==> config.mk <==
export PLATFORM = sky130hd
export DESIGN_NAME = play_decimator
export DESIGN_NICKNAME = d
export VERILOG_FILES = /design/src/rtl/play_pkg.sv /design/src/rtl/play_avg_div.sv /design/src/rtl/play_decimator.sv
export SDC_FILE = /design/constraint.sdc
export NUM_CORES = 1
export LEC_CHECK = 0
export CAP_MARGIN = 10
export CORE_ASPECT_RATIO = 1.5
export CORE_MARGIN = 3
export CORE_UTILIZATION = 46
export CTS_BUF_LIST = sky130_fd_sc_hd__clkbuf_4 sky130_fd_sc_hd__clkbuf_8 sky130_fd_sc_hd__clkbuf_16
export CTS_CLUSTER_DIAMETER = 120
export DETAILED_ROUTE_END_ITERATION = 6
export PLACE_DENSITY = 0.76
export SETUP_SLACK_MARGIN = 0.05
export SYNTH_ARGS = -nofsm -noshare
export SYNTH_HDL_FRONTEND = slang
export SYNTH_SLANG_ARGS = --single-unit
export TNS_END_PERCENT = 1
==> constraint.sdc <==
create_clock -name i_clk -period 2.3 [get_ports i_clk]
set_input_delay 0.575 -clock i_clk [delete_from_list [all_inputs] [get_ports i_clk]]
set_output_delay 0.575 -clock i_clk [all_outputs]
set_load 0.01 [all_outputs]
==> src/rtl/play_pkg.sv <==
// Shared definitions for the playback rate blocks (fast-play decimator and
// slow-play interpolators).
//   DW        sample width, signed two's complement
//   SPD_W     speed field width; group size N = speed + 1
//   state_e   S_ACC accumulates a group, S_OUT holds the result until taken
//   RECIP_Q16 Q16 reciprocals round(65536/N) for N = 1..8
package play_pkg;

  localparam int unsigned DW    = 16;
  localparam int unsigned SPD_W = 3;

  typedef enum logic {
    S_ACC,
    S_OUT
  } state_e;

  localparam logic [16:0] RECIP_Q16 [8] = '{
    17'd65536, 17'd32768, 17'd21845, 17'd16384,
    17'd13107, 17'd10923, 17'd9362,  17'd8192
  };

  // n is the group size 1..8; maps to table slot n-1.
  function automatic logic [16:0] recip_q16(input logic [SPD_W:0] n);
    logic [SPD_W:0] idx;
    idx = n - 1'b1;
    return RECIP_Q16[idx[SPD_W-1:0]];
  endfunction

endpackage

==> src/rtl/play_avg_div.sv <==
// Combinational mean stage: o_data = sat((i_sum * RECIP_Q16[N] + 2^15) >>> 16).
// Only built when AVERAGE_EN is defined; pick mode has no multiplier.
//   i_sum   signed group sum, DW+3 bits
//   i_n     group size 1..8
//   o_data  rounded mean, saturated to the DW range
`ifdef AVERAGE_EN
module play_avg_div
  import play_pkg::*;
(
  input  logic signed [DW+2:0] i_sum,
  input  logic        [SPD_W:0] i_n,
  output logic signed [DW-1:0] o_data
);

  localparam int unsigned PW = 40;

  logic signed [PW-1:0] sum_ext;
  logic signed [PW-1:0] recip_ext;
  logic signed [PW-1:0] prod;
  logic signed [PW-1:0] shifted;

  always_comb begin
    sum_ext   = {{(PW-DW-3){i_sum[DW+2]}}, i_sum};
    recip_ext = $signed({{(PW-17){1'b0}}, recip_q16(i_n)});
    prod      = sum_ext * recip_ext + 40'sd32768;
    shifted   = prod >>> 16;
    if (shifted > 40'sd32767) begin
      o_data = 16'sh7fff;
    end else if (shifted < -40'sd32768) begin
      o_data = -16'sh8000;
    end else begin
      o_data = shifted[DW-1:0];
    end
  end

endmodule
`endif

==> src/rtl/play_decimator.sv <==
// Fast-playback sample-rate reducer: one output sample per group of
// N = i_speed+1 accepted input samples.
// Build option: AVERAGE_EN defined -> output is the rounded mean of the group;
// undefined -> output is the first sample of the group (pick decimation).
// Ports:
//   i_clk, i_rst_n     clock, synchronous active-low reset
//   i_flush            drop any partial group
//   i_speed            group size minus one, sampled at group start
//   i_data/i_valid/o_ready   input stream
//   o_data/o_valid/i_ready   output stream
module play_decimator
  import play_pkg::*;
(
  input  logic                 i_clk,
  input  logic                 i_rst_n,
  input  logic                 i_flush,
  input  logic [SPD_W-1:0]     i_speed,
  input  logic signed [DW-1:0] i_data,
  input  logic                 i_valid,
  output logic                 o_ready,
  output logic signed [DW-1:0] o_data,
  output logic                 o_valid,
  input  logic                 i_ready
);

`ifdef AVERAGE_EN
  localparam int unsigned AW = DW + 3;
`else
  localparam int unsigned AW = DW;
`endif

  state_e                state_q, state_d;
  logic [SPD_W:0]        cnt_q, cnt_d;
  logic [SPD_W:0]        n_lat_q, n_lat_d;
  logic signed [AW-1:0]  acc_q, acc_d;
  logic signed [DW-1:0]  o_data_q, o_data_d;
  logic                  o_valid_q, o_valid_d;

  logic [SPD_W:0]        n_grp;
  logic [SPD_W:0]        cnt_inc;
  logic signed [AW-1:0]  acc_nxt;
  logic signed [DW-1:0]  result;

  // Group size in force for this beat: a fresh sample of i_speed at group
  // start, otherwise the value latched then.
  assign n_grp   = (cnt_q == '0) ? ({1'b0, i_speed} + 1'b1) : n_lat_q;
  assign cnt_inc = cnt_q + 1'b1;

`ifdef AVERAGE_EN
  assign acc_nxt = acc_q + {{(AW-DW){i_data[DW-1]}}, i_data};

  play_avg_div u_avg_div (
    .i_sum  (acc_nxt),
    .i_n    (n_grp),
    .o_data (result)
  );
`else
  // Only the first sample of a group is kept.
  assign acc_nxt = (cnt_q == '0) ? i_data : acc_q;
  assign result  = acc_nxt;
`endif

  always_comb begin
    state_d   = state_q;
    cnt_d     = cnt_q;
    n_lat_d   = n_lat_q;
    acc_d     = acc_q;
    o_data_d  = o_data_q;
    o_valid_d = o_valid_q;
    unique case (state_q)
      S_ACC: begin
        if (i_flush) begin
          cnt_d = '0;
          acc_d = '0;
        end else if (i_valid) begin
          if (cnt_q == '0) begin
            n_lat_d = n_grp;
          end
          if (cnt_inc == n_grp) begin
            state_d   = S_OUT;
            o_valid_d = 1'b1;
            o_data_d  = result;
            cnt_d     = '0;
            acc_d     = '0;
          end else begin
            cnt_d = cnt_inc;
            acc_d = acc_nxt;
          end
        end
      end
      S_OUT: begin
        // Flush is ignored here: the pending result always completes.
        if (i_ready) begin
          state_d   = S_ACC;
          o_valid_d = 1'b0;
        end
      end
      default: begin
        state_d   = S_ACC;
        o_valid_d = 1'b0;
      end
    endcase
  end

  always_ff @(posedge i_clk) begin
    if (!i_rst_n) begin
      state_q   <= S_ACC;
      cnt_q     <= '0;
      n_lat_q   <= '0;
      acc_q     <= '0;
      o_data_q  <= '0;
      o_valid_q <= 1'b0;
    end else begin
      state_q   <= state_d;
      cnt_q     <= cnt_d;
      n_lat_q   <= n_lat_d;
      acc_q     <= acc_d;
      o_data_q  <= o_data_d;
      o_valid_q <= o_valid_d;
    end
  end

  assign o_ready = (state_q == S_ACC);
  assign o_valid = o_valid_q;
  assign o_data  = o_data_q;

endmodule

==> results of run 1 <==
Yosys cell counts:
cell / count
nor3b_1: 1
a21boi_1: 1
buf_12: 1
buf_2: 1
nor2_1: 1
or4b_2: 1
dfxtp_1: 42
inv_1: 5
o21a_1: 1
nor2b_1: 19
mux2_4: 8
nor3b_4: 1
clkbuf_1: 9
xnor2_1: 2
o211ai_1: 2
a21boi_0: 2
nand2b_1: 1
xor2_1: 4
o211a_1: 1
mux2i_1: 22
or4bb_2: 1
or4b_1: 1
o21ai_0: 20
mux2_2: 8
o41ai_1: 1
and3_1: 1
nand3_1: 1
ha_1: 3
nand2_1: 23
buf_6: 2
and2_1: 19
cell families (layout without fill, tap and decap cells):
kind of cell | after synthesis | after routing | share of synthesized area [%]
AO/OA/AOI/OAI | 28 | 28 | 8.08
adder cells (fa/ha/maj) | 3 | 3 | 1.85
buffers and inverters | 18 | 73 | 4.93
multiplexers | 38 | 38 | 21.2
AND/OR/NAND/NOR | 70 | 70 | 19.9
flip-flops | 42 | 42 | 41.4
XOR/XNOR | 6 | 6 | 2.59
critical path: stages, from the launching register on:
cell and delay [ns]:
dfxtp_2 0.33, inv_2 0.07, ha_4 0.13, nor3b_4 0.17, buf_6 0.16, mux2i_4 0.25, xor2_1 0.11, or4b_4 0.60
buf_12 0.18, mux2_4 0.30
cell type report:
cell class | instances | area, sq um | area share [%]
Clock inverter | 1 | 30.0 | 1.07
Timing Repair Buffer | 61 | 608 | 21.7
Sequential cell | 42 | 843 | 30.1
Multi-Input combinational cell | 145 | 1160 | 41.5
Inverter | 5 | 18.8 | 0.669
Clock buffer | 6 | 82.6 | 2.94
Tap cell | 46 | 57.6 | 2.05
repair_timing:
action,CTS,global route
endpoints found under the setup margin,38,38
buffers inserted,3,0
pin swaps,1,2
gates resized for setup,13,6
gates cloned,0,1
final timing paths:
kind,startpoint,endpoint,slack (ns)
max,cnt_q[0]$_SDFFE_PN0P_,o_data[8]$_SDFFE_PN0P_,-0.11
min,acc_q[4]$_SDFFE_PN0P_,acc_q[4]$_SDFFE_PN0P_,0.45
max reg2reg,cnt_q[0]$_SDFFE_PN0P_,o_data[8]$_SDFFE_PN0P_,-0.11
min reg2reg,acc_q[4]$_SDFFE_PN0P_,acc_q[4]$_SDFFE_PN0P_,0.45
per-stage QoR:
step,std cells,power (uW),setup slack (ns)
after floorplan,205,931,-0.0390
final,306,1640,-0.111
after CTS,305,1650,-0.0769
after global routing,306,1710,-0.188
after detailed placement,295,1040,-0.609
after global placement,295,1040,-0.590
where the power goes:
group | switching [uW] | total, uW | internal (uW)
combinational | 120 | 283 | 163
sequential | 13.8 | 767 | 753
clock | 243 | 590 | 347
routing by layer:
metal | vias up | global-route usage (%) | part of all wire (%)
met5 | - | 0 | 0
met4 | 0 | 8.87 | 2.6
met3 | 10 | 3.71 | 3.8
met2 | 33 | 28.9 | 49
met1 | 703 | 20.8 | 45
li1 | 791 | - | -
flip-flops by register name (all words and copies together) (netlist names):
name,count
state_q,1
cnt_q,4
acc_q,16
o_data,16
o_valid,1
n_lat_q,4
==> results.md, run 1 <==
* Yosys top cell area share at 41.4%
* CTS tree: done
* Worst slew pin tran at 0.735 ns
* Core box area at 4250 sq um
* Reg2Reg Depth at 9
* # setup viols final at 16
* Seq cells post-synth at 42
* Max Slew Vio Count at 0
* Setup TNS at -1.53 ns
* Grt total ovfl at 0
* Min Clock Period, post-route at 2.41 ns
* Post-Route WL at 4220 um
* Fin crit share at 105%
* Commonest non-fill, non-tap cell in the layout: dfxtp_1
* Hold Path Stages at 2
* Number of port buffers at 41
* Ports at 42
* Root Buffer: clkbuf_8
* Layout cells sized above 1 at 22.7%
* Worst EP required at 2.48 ns
* Filler Cell Count at 338
* Arrival @ worst endpoint at 2.59 ns
* Register area share after synthesis at 41.4%
* Setup crit start kind: flop
* RSZ-0062 raised after global routing: true
* WL per Instance at 13.8 um
* Violated checks: setup timing
* Final antenna-violating net count at 0
* Peak supply drop at 0.000473 V
* Remaining DRCs at 0
* H-tree Lvls at 2
* Power Density at 585 nW/um^2
* Maxcap violations at 0
* Post-DP HPWL at 2970 um
* Final Wtd Congestion at 0.797
* Routed via count at 1,537
* Largest net degree at the start of global routing at 25
* Post-synthesis instance area at 2030 sq um
* Clock buffer count from CTS at 5
* Iteration-0 DRC Markers at 19
* Buffer depth of the longest clock path at 2
* Outcome: finished with violations
* Count of different cell masters after synthesis at 31
* Initial core utilization at 47.8%
* DRT Pass-1 Iters at 4
* Cell taking the most area after synthesis: dfxtp_1
* Nets at 287
* Placed inst area at 2580 sq um
* WS Path Type: reg2reg
* Clock slew at reported path FFs at 0.08 ns
* Fmax at 415 MHz
* Final Hold Vio Count at 0
* Top cells by area, synth: dfxtp_1 41%, mux2i_1 11%, mux2_4 5.9%, and2_1 5.9%, nor2b_1 5.9%
* Clk sinks at 42
* Most frequent cells in the layout: 40 x dfxtp_1, 38 x clkdlybuf4s50_1, 23 x nand2_1
* Vias in the first global route at 1,596
* Hold crit path type: reg2reg
* Rows at 29
* Global-route wire length before repair at 7020 um
* CP endpoint kind: flop
* Worst-path fanout max at 9
* CTS Hold Bufs at 0
* Vias per inst at 5.02
* Die Y at 87.4 um
* Initial antenna violation count at 0
* Syn_nets at 232
* Die area at 5260 sq um
* Die X at 60.2 um
* Tot GR Track Use at 17.5%
* Clock Latency Late Sink at 0.29 ns
* Diode count at 0
* Worst hold slack at 0.454 ns
* Area grow syn2layout at 38.2%
* Syn avg cell area at 9.90 sq um
* Cells after Synth at 205
* Synth warn at 0
* Max Clock Skew at 0.00751 ns
* Final core occ at 66.1%
* Static Leak at 0.00122 uW
* Slew HR at 51.0%
* Worst setup margin at -0.111 ns
* Fin area at 2810 sq um
(Power assumes the default switching activity.)
==> inputs of run 2 (changes only) <==
--- a/config.mk
+++ b/config.mk
@@ -11,6 +11,7 @@
 export CORE_UTILIZATION = 46
 export CTS_BUF_LIST = sky130_fd_sc_hd__clkbuf_4 sky130_fd_sc_hd__clkbuf_8 sky130_fd_sc_hd__clkbuf_16
 export CTS_CLUSTER_DIAMETER = 120
+export CTS_CLUSTER_SIZE = 25
 export DETAILED_ROUTE_END_ITERATION = 6
 export PLACE_DENSITY = 0.76
 export SETUP_SLACK_MARGIN = 0.05
==> results of run 2 <==
Same layout as run 1: the final DEF is identical, and so are final timing and power.
==> inputs of run 3 (changes only) <==
--- a/config.mk
+++ b/config.mk
@@ -15,7 +15,8 @@
 export DETAILED_ROUTE_END_ITERATION = 6
 export PLACE_DENSITY = 0.76
 export SETUP_SLACK_MARGIN = 0.05
+export SKIP_CTS_REPAIR_TIMING = 1
 export SYNTH_ARGS = -nofsm -noshare
 export SYNTH_HDL_FRONTEND = slang
+export SYNTH_HIERARCHICAL = 1
 export SYNTH_SLANG_ARGS = --single-unit
-export TNS_END_PERCENT = 1
==> results.md, run 3 <==
* Outcome: finished with violations
* Violated checks: setup timing
* Root Buffer: clkbuf_8
* CP endpoint kind: flop
* Cell Count, Final, Fillers Out at 311 (+1.6%)
* Vias per inst at 5.11 (+1.7%)
* Remaining DRCs at 0 (unchanged)
* Post-synth EDFFs at 0 (unchanged)
* Max Slew Vio Count at 0 (unchanged)
* Worst setup margin at -0.241 ns (-0.130 ns)
* Slew HR at 51.8% (+0.83 points)
* Fmax at 394 MHz (-5.1%)
* RSZ-0062 raised after global routing: true
* Top cells by area, synth: dfxtp_1 41%, mux2i_1 11%, mux2_4 5.9%, and2_1 5.9%, nor2b_1 5.9%
* Fin area at 2880 sq um (+2.6%)
* Cell taking the most area after synthesis: dfxtp_1
* Setup crit start kind: flop
* Final antenna-violating net count at 0 (unchanged)
* Crit-path slowest cell: or4b_4
* Post-DP HPWL at 2970 um (unchanged)
* Worst slew pin tran at 0.723 ns (-0.0124 ns)
* Area grow syn2layout at 41.8%
* Post-synthesis instance area at 2030 sq um (unchanged)
* Tot Pwr at 1670 uW (+1.7%)
* Reg2Reg Depth at 9 (unchanged)
* Internal power at 1270 uW (+0.64%)
* Final Hold Vio Count at 0 (unchanged)
* CP max stage delay at 0.57 ns (-0.03 ns)
* Nets at 292 (+1.7%)
* Cells after Synth at 205 (unchanged)
* Peak supply drop at 0.000572 V (+21%)
* Register area share after synthesis at 41.4% (unchanged)
* Clock buffer count from CTS at 5 (unchanged)
* Ports at 42 (unchanged)
* Maxcap violations at 0 (unchanged)
* HP Start: acc_q[4]$_SDFFE_PN0P_
* H-tree Lvls at 2 (unchanged)
* Static Leak at 0.00126 uW (+3.8%)
* Clk sinks at 42 (unchanged)
* Reg-to-reg setup timing slack at -0.24 ns (-0.13 ns)
* Worst-path fanout max at 9 (unchanged)
* Yosys top cell area share at 41.4% (unchanged)
* Largest net degree at the start of global routing at 25 (unchanged)
* Hold Path Stages at 2 (unchanged)
* Top-count cell post-synth: dfxtp_1
* Max Clock Skew at 0.00886 ns (+0.00135 ns)
* Clock network fraction of total power at 35.9% (about the same)
* Die Y at 87.4 um (unchanged)
* Diode count at 0 (unchanged)
* Syn_nets at 232 (unchanged)
* Logic pwr share at 18.1% (+0.8 points)
* Core box area at 4250 sq um (unchanged)
* Placed inst area at 2580 sq um (unchanged)
* Rows at 29 (unchanged)
* Global-route wire length before repair at 7020 um (about the same)
* Switching Fraction at 23.8% (+0.82 points)
* Power Density at 580 nW/um^2 (-0.84%)
* Buffer depth of the longest clock path at 2 (unchanged)
* Crit-path cells: inv_2 -> ha_4 -> nor3b_4 -> buf_4 -> mux2i_2 -> xnor2_1 -> or4b_4 -> clkbuf_16 -> mux2_4
* # setup viols final at 38 (+22)
* Placed cells at 295 (unchanged)
* Most frequent cells in the layout: 40 x dfxtp_1, 40 x clkdlybuf4s50_1, 23 x nand2_1
* Syn avg cell area at 9.90 sq um (unchanged)
* Seq pwr share at 46.0% (-0.7 points)
* Initial core utilization at 47.8% (unchanged)
* Layout cells sized above 1 at 27.9% (+5.2 points)
* Worst EP required at 2.49 ns (about the same)
* Die area at 5260 sq um (unchanged)
* RR Startpoint: cnt_q[1]$_SDFFE_PN0P_
* Hold Path Sink: acc_q[4]$_SDFFE_PN0P_
* WL per Instance at 14.5 um (+5.1%)
* Post-Route WL at 4500 um (+6.8%)
* Number of port buffers at 41 (unchanged)
* WS Path Type: reg2reg
* CTS tree: done
* Worst r2r dst: o_data[10]$_SDFFE_PN0P_
* Main synth FF type: dfxtp_1
* Final Wtd Congestion at 0.797 (unchanged)
* Routed via count at 1,588 (+3.3%)
* Synth cell count leaders: 42 x dfxtp_1, 23 x nand2_1, 22 x mux2i_1, 20 x o21ai_0
* Tot GR Track Use at 17.5% (+0.030 points)
* Vias in the first global route at 1,570 (-1.6%)
* Die X at 60.2 um (unchanged)
* Synth warn at 6 (+6)
* Min Clock Period, post-route at 2.54 ns (+0.130 ns)
* Clock slew at reported path FFs at 0.08 ns (about the same)
* DRT Pass-1 Iters at 4 (unchanged)
* Initial antenna violation count at 0 (unchanged)
* Iteration-0 DRC Markers at 35 (+16)
* Hold crit path type: reg2reg
* Grt total ovfl at 0 (unchanged)
* Seq cells post-synth at 42 (unchanged)
* Clock Latency Late Sink at 0.29 ns (about the same)
* Fin crit share at 110% (+5.7 points)
* Post-synthesis async set-or-reset flop share at 0% (unchanged)
* P_sw at 397 uW (+5.4%)
* Arrival @ worst endpoint at 2.73 ns (+0.14 ns)
* Count of different cell masters after synthesis at 31 (unchanged)
* Final core occ at 67.8% (+1.7 points)
run 3: worst max-delay path, delay by kind of cell (launching register included):
kind          cells  cell delay, ns
fa+ha+maj         1            0.13
mux               2            0.52
flops             1            0.33
xor+xnor          1            0.11
simple gates      2            0.91
buf+inv           3            0.44
run 3: final cells by class:
cell class | count | area, sq um
clock buffer | 6 | 82.6
clock inverter | 1 | 30.0
fill | 317 | 1370
inverter | 5 | 18.8
multi-input combinational | 145 | 1200
sequential | 42 | 843
tap | 46 | 57.6
timing repair buffer | 66 | 649
run 3: metal layers:
metal	vias up	track usage (%)	wire (um)
met2	29	29.4	2320
met5	-	0	0
met4	0	7.46	101
met1	741	21.3	1930
met3	10	3.41	148
li1	808	-	-
run 3: cell families (layout without fill, tap and decap cells):
family | Yosys count | count (layout) | synth area share (%)
fa+ha+maj | 3 | 3 | 1.85
flops | 42 | 42 | 41.4
mux | 38 | 38 | 21.2
simple gates | 70 | 70 | 19.9
buf+inv | 18 | 78 | 4.93
xor+xnor | 6 | 6 | 2.59
compound gates | 28 | 28 | 8.08
run 3: worst max-delay path by stage:
stage / start / endpoint / slack (ns)
after global placement: i_speed[0] / o_data[10]$_SDFFE_PN0P_ / -0.59
after detailed placement: i_speed[0] / o_data[8]$_SDFFE_PN0P_ / -0.61
after floorplan: cnt_q[0]$_SDFFE_PN0P_ / o_data[10]$_SDFFE_PN0P_ / -0.04
after global routing: cnt_q[1]$_SDFFE_PN0P_ / o_data[11]$_SDFFE_PN0P_ / -0.34
final: cnt_q[1]$_SDFFE_PN0P_ / o_data[10]$_SDFFE_PN0P_ / -0.24
after CTS: i_speed[0] / o_data[8]$_SDFFE_PN0P_ / -0.31
run 3: per-stage QoR:
stage | worst slack [ns] | TNS [ns] | hold WS, ns
floorplan | -0.0390 | -0.312 | 0.424
global placement | -0.590 | -17.43 | 0.433
detailed placement | -0.609 | -18.15 | 0.442
CTS | -0.312 | -6.89 | 0.460
global route | -0.336 | -8.42 | 0.469
finish | -0.241 | -4.63 | 0.448
run 3: power groups by stage:
stage / clock [uW] / sequential, uW / combinational (uW)
after global placement: 0 / 783 / 253
after global routing: 640 / 770 / 330
after floorplan: 0 / 785 / 146
final: 599 / 767 / 302
after detailed placement: 0 / 784 / 257
after CTS: 609 / 767 / 259
